[src/rtl/iter_shift_unit.sv]
// Iterative 32-bit shift/rotate unit: one 2^k right-shift stage per cycle, fixed 5-cycle latency.
// SLL is done as reverse -> right shift -> reverse, so a single right-shift datapath serves every op.
module iter_shift_unit #(
    parameter int WIDTH   = 32,
    parameter int SHAMT_W = 5
) (
    input  logic               clk,
    input  logic               rst_n,
    input  logic               flush,
    input  logic               in_valid,
    output logic               in_ready,
    input  logic [WIDTH-1:0]   in_data,
    input  logic [SHAMT_W-1:0] in_shamt,
    input  logic [1:0]         in_op,
    output logic               out_valid,
    input  logic               out_ready,
    output logic [WIDTH-1:0]   out_data
);
    localparam int K_W = $clog2(SHAMT_W);
    localparam logic [K_W-1:0] K_LAST = K_W'(SHAMT_W - 1);

    typedef enum logic [1:0] {OP_SRL = 2'b00, OP_SRA = 2'b01, OP_SLL = 2'b10, OP_ROR = 2'b11} op_t;
    typedef enum logic [1:0] {IDLE = 2'b00, SHIFT = 2'b01, DONE = 2'b10} state_t;

    state_t             state;
    logic [K_W-1:0]     k;
    op_t                op;
    logic [SHAMT_W-1:0] shamt;
    logic               fill;
    logic [WIDTH-1:0]   work;
    logic [WIDTH-1:0]   work_next;
    logic [SHAMT_W-1:0] amt;
    logic               accept;

    function automatic logic [WIDTH-1:0] bitrev(input logic [WIDTH-1:0] x);
        logic [WIDTH-1:0] r;
        for (int i = 0; i < WIDTH; i++) r[i] = x[WIDTH-1-i];
        return r;
    endfunction

    // Extending with the fill bit (or a copy of x for rotate) makes shift and rotate one operation.
    function automatic logic [WIDTH-1:0] shift_stage(input logic [WIDTH-1:0]   x,
                                                     input logic [SHAMT_W-1:0] a,
                                                     input logic               f,
                                                     input logic               rot);
        logic [2*WIDTH-1:0] ext;
        ext = rot ? {x, x} : {{WIDTH{f}}, x};
        ext = ext >> a;
        return ext[WIDTH-1:0];
    endfunction

    assign in_ready = (state == IDLE);
    assign accept   = in_ready && in_valid && !flush;
    assign amt      = SHAMT_W'(1) << k;

    always_comb begin
        work_next = work;
        if (shamt[k]) work_next = shift_stage(work, amt, fill, op == OP_ROR);
    end

    // Control path: state, counter and the registered output.
    always_ff @(posedge clk or negedge rst_n) begin
        if (!rst_n) begin
            state     <= IDLE;
            k         <= '0;
            out_valid <= 1'b0;
            out_data  <= '0;
        end else if (flush) begin
            state     <= IDLE;
            k         <= '0;
            out_valid <= 1'b0;
        end else begin
            case (state)
                IDLE: begin
                    if (in_valid) begin
                        k     <= '0;
                        state <= SHIFT;
                    end
                end
                SHIFT: begin
                    if (k == K_LAST) begin
                        k         <= '0;
                        state     <= DONE;
                        out_valid <= 1'b1;
                        out_data  <= (op == OP_SLL) ? bitrev(work_next) : work_next;
                    end else begin
                        k <= k + K_W'(1);
                    end
                end
                DONE: begin
                    if (out_ready) begin
                        out_valid <= 1'b0;
                        state     <= IDLE;
                    end
                end
                default: state <= IDLE;
            endcase
        end
    end

    // Operand registers carry no reset; they are only meaningful between accept and DONE.
    always_ff @(posedge clk) begin
        if (accept) begin
            op    <= op_t'(in_op);
            shamt <= in_shamt;
            fill  <= (op_t'(in_op) == OP_SRA) ? in_data[WIDTH-1] : 1'b0;
            work  <= (op_t'(in_op) == OP_SLL) ? bitrev(in_data) : in_data;
        end else if (state == SHIFT) begin
            work  <= work_next;
        end
    end

endmodule

[config.mk]
export PLATFORM = sky130hd
export DESIGN_NAME = iter_shift_unit
export DESIGN_NICKNAME = d
export VERILOG_FILES = /design/src/rtl/iter_shift_unit.sv
export SDC_FILE = /design/constraint.sdc
export NUM_CORES = 1
export LEC_CHECK = 0
export CORE_MARGIN = 1.5
export CORE_UTILIZATION = 28
export DETAILED_ROUTE_END_ITERATION = 10
export MAX_ROUTING_LAYER = met4
export SKIP_CTS_REPAIR_TIMING = 1
export SYNTH_ARGS = -nofsm -noshare
export SYNTH_HDL_FRONTEND = slang
export SYNTH_SLANG_ARGS = --single-unit
[constraint.sdc]
create_clock -name clk -period 3.9 [get_ports clk]
set_input_delay 0.975 -clock clk [delete_from_list [all_inputs] [get_ports clk]]
set_output_delay 0.975 -clock clk [all_outputs]
set_load 0.005 [all_outputs]
==> impl_metrics.py <==
metrics = {
    "logic_synthesis": {
        "yosys-top-cells-area": "edfxtp_1, dfrtp_1, mux4_2",
        "yosysWarnings": 0,
        "synth-seq-area-share_pct": 27.4,
        "synth-seq-cells": 78,
        "synth_top_cell_area_share_pct": 15.3,
        "syn-num-nets": 1009,
        "yosys.area_share.simple_pct": 20.0,
        "synth-xor-area-share_pct": 0,
        "synthCells": 960,
        "syn_avg_cell_area_um2": 8.19,
        "synth.most_common_cell": "nand2_1",
        "yosysTopAreaCell": "edfxtp_1",
        "netlist_area_um2": 7860,
        "synth_compound_area_share_pct": 28.6,
        "synth.area.mux_share_pct": 16.4,
        "ys_dominant_reg_cell": "edfxtp_1",
        "synthArstFlopShare_pct": 48.7,
        "netlist_top_cells_count": "nand2_1, a21oi_1, nor2_1, clkbuf_1, mux2i_1",
        "synth.distinct_cells": 84,
        "synth_top_family_by_area": "compound AO/OA/AOI/OAI gates",
        "synth_fa_ha_area_share_pct": 0.796,
        "synth_edf_count": 40,
    },
    "pwr": {
        "leakage_nw": 3.61,
        "finalPower_mw": 3.83,
        "power_density_nw_per_um2": 403,
        "ir_drop_v": 0.000201,
    },
    "cells_and_area": {
        "final_nets": 1062,
        "ff_latch_area_um2": 2150,
        "fin_util_pct": 34.3,
        "final_layout_size_suffix_gt1_share_pct": 16.2,
        "fill_cells": 2885,
        "multi_input_area_um2": 5190,
        "area_delta_synth_final_pct": 21.0,
        "fin_area_um2": 9510,
    },
    "clock_tree": {
        "htree_levels": 3,
        "cts.clk_slew.worst_paths_ns": 0.07,
        "clkLatencyLatePin_ns": 0.35,
        "cts_buffer_depth": 2,
        "cts_buffers": 9,
        "cts_tree": "done",
        "clkSinkCount": 78,
        "cts_root_buf": "clkbuf_16",
    },
    "worst_hold_path": {
        "min_path_cells": 2,
        "hp-class": "flop to flop",
    },
    "critical_path": {
        "endpoint_kind": "flop",
        "r2r_cells": 9,
        "worst_ep_arrival_time_ns": 3.61,
        "worstPathMaxFanout": 17,
        "crit_type": "flop to flop",
        "worstSetupStartpointType": "flop",
        "worstPathRequired_ns": 3.94,
    },
    "placement": {
        "place.gp.congestion": 1.08,
        "dp.final_hpwl_mm": 29.3,
        "io_buffer_count": 77,
        "place_area_um2": 9210,
    },
    "global_route": {
        "overflow": 0,
        "grt_pass1_wl_mm": 58.1,
        "grt_antenna_before_repair": 0,
        "grt_pass1_vias": 8302,
        "grt_max_degree": 67,
        "track_usage_pct": 28.6,
    },
    "detailed_routing": {
        "wl_met2_mm": 17.3,
        "dr.pass1.iters": 6,
        "vias_per_cell": 6.35,
        "drt-total-wl_mm": 40.3,
        "wl_per_cell_um": 28.8,
        "highest_layer": "met4",
        "wl_met3_mm": 4.23,
        "antenna_left": 0,
        "drtIter0Drc": 1307,
        "vias": 8884,
        "drc": 0,
        "met1_length_mm": 16.2,
    },
    "timing": {
        "setup_tns_ns": 0,
        "slew_headroom_pct": 26.1,
        "rsz0062_at_grt": "false",
        "hold_viol_final": 0,
        "fin_crit_sh_pct": 91.5,
        "worst_pin_slew_ns": 1.10,
        "finalSetupViolCount": 0,
        "post-route-min-period_ns": 3.57,
        "timing.hold.ws_ns": 0.478,
        "slew_violations": 0,
        "clock_skew_ns": 0.0160,
        "max_freq_ghz": 0.280,
    },
    "floorplanning": {
        "die_width_um": 171,
        "fp.dieH_um": 171,
        "io_pins": 78,
        "initial_core_util_pct": 28.4,
        "die_area_um2": 29100,
        "num_rows": 61,
        "design.core.area_um2": 27700,
    },
    "status": {
        "status": "completed",
    },
    "flow_run": {
        "maxCapViolCount": 0,
    },
}
## sequential cells by signal, indices dropped and copies added, names as in the netlist
register   count
out_valid      1
work          32
state          2
k              3
op             2
fill           1
out_data      32
shamt          5
## placed cells by master (no fill, tap or decap), types with 32 or more instances in the layout
cell type        count
a211oi_1            33
a21oi_1             65
buf_4               72
clkdlybuf4s50_1     76
dfrtp_1             38
edfxtp_1            40
mux2i_1             48
nand2_1            157
nand3_1             32
nor2_1              62
o21ai_0             45
## per-layer routing
metal,up-vias,GRT usage [%]
met2,674,41.4
li1,3779,-
met5,-,-
met1,4276,37.4
met3,155,5.34
met4,0,16.4
## worst paths after layout
path,startpoint,endpoint,slack [ns]
min in group asynchronous,rst_n,out_data[8]$_DFFE_PN0P_,0.78
hold / removal,out_data[28]$_DFFE_PN0P_,out_data[28]$_DFFE_PN0P_,0.48
setup reg to reg,k[0]$_DFFE_PN0P_,work[21]$_DFFE_PP_,0.33
hold reg to reg,out_data[28]$_DFFE_PN0P_,out_data[28]$_DFFE_PN0P_,0.48
max in group asynchronous,rst_n,out_valid$_DFFE_PN0P_,2.51
setup / recovery,k[0]$_DFFE_PN0P_,work[21]$_DFFE_PP_,0.33
## worst max-delay path, stage by stage (launching register included)
cell and delay [ns]:
dfrtp_1 0.45, inv_1 0.13, ha_1 0.18, nor2b_4 0.45, buf_12 0.24, mux4_2 0.59
a21oi_1 0.54, a21oi_1 0.36, o21ai_0 0.23, a31oi_1 0.07
## final cells by class
class                   instances  area share [%]
inverters                       8           0.316
clock buffers                  11            2.67
multi-input cells             764            54.6
well taps                     378            4.97
flip-flops and latches         78            22.6
clock inverters                 5           0.395
diodes                          2          0.0526
repair buffers                152            14.4
## kinds of logic (layout without fill, tap and decap cells)
group,count (synthesis),in the layout
compound gates,327,327
other cells,0,2
simple gates,341,341
flops,78,78
mux,91,91
fa+ha+maj,5,5
buf+inv,118,176
## report_power, final
group | leakage [nW] | switching, mW | internal, mW
registers | 0.890 | 0.248 | 0.986
clock network | 0.138 | 0.380 | 0.474
logic | 2.58 | 1.05 | 0.688
total | 3.61 | 1.68 | 2.15
## per-stage QoR
stage / std cells / setup WS (ns)
after floorplan: 960 / 1.03
final: 1398 / 0.332
after CTS: 1396 / 0.154
after detailed placement: 1380 / 0.171
after global routing: 1396 / 0.197
after global placement: 1380 / 0.139
Power figures use the tool's default switching activity.
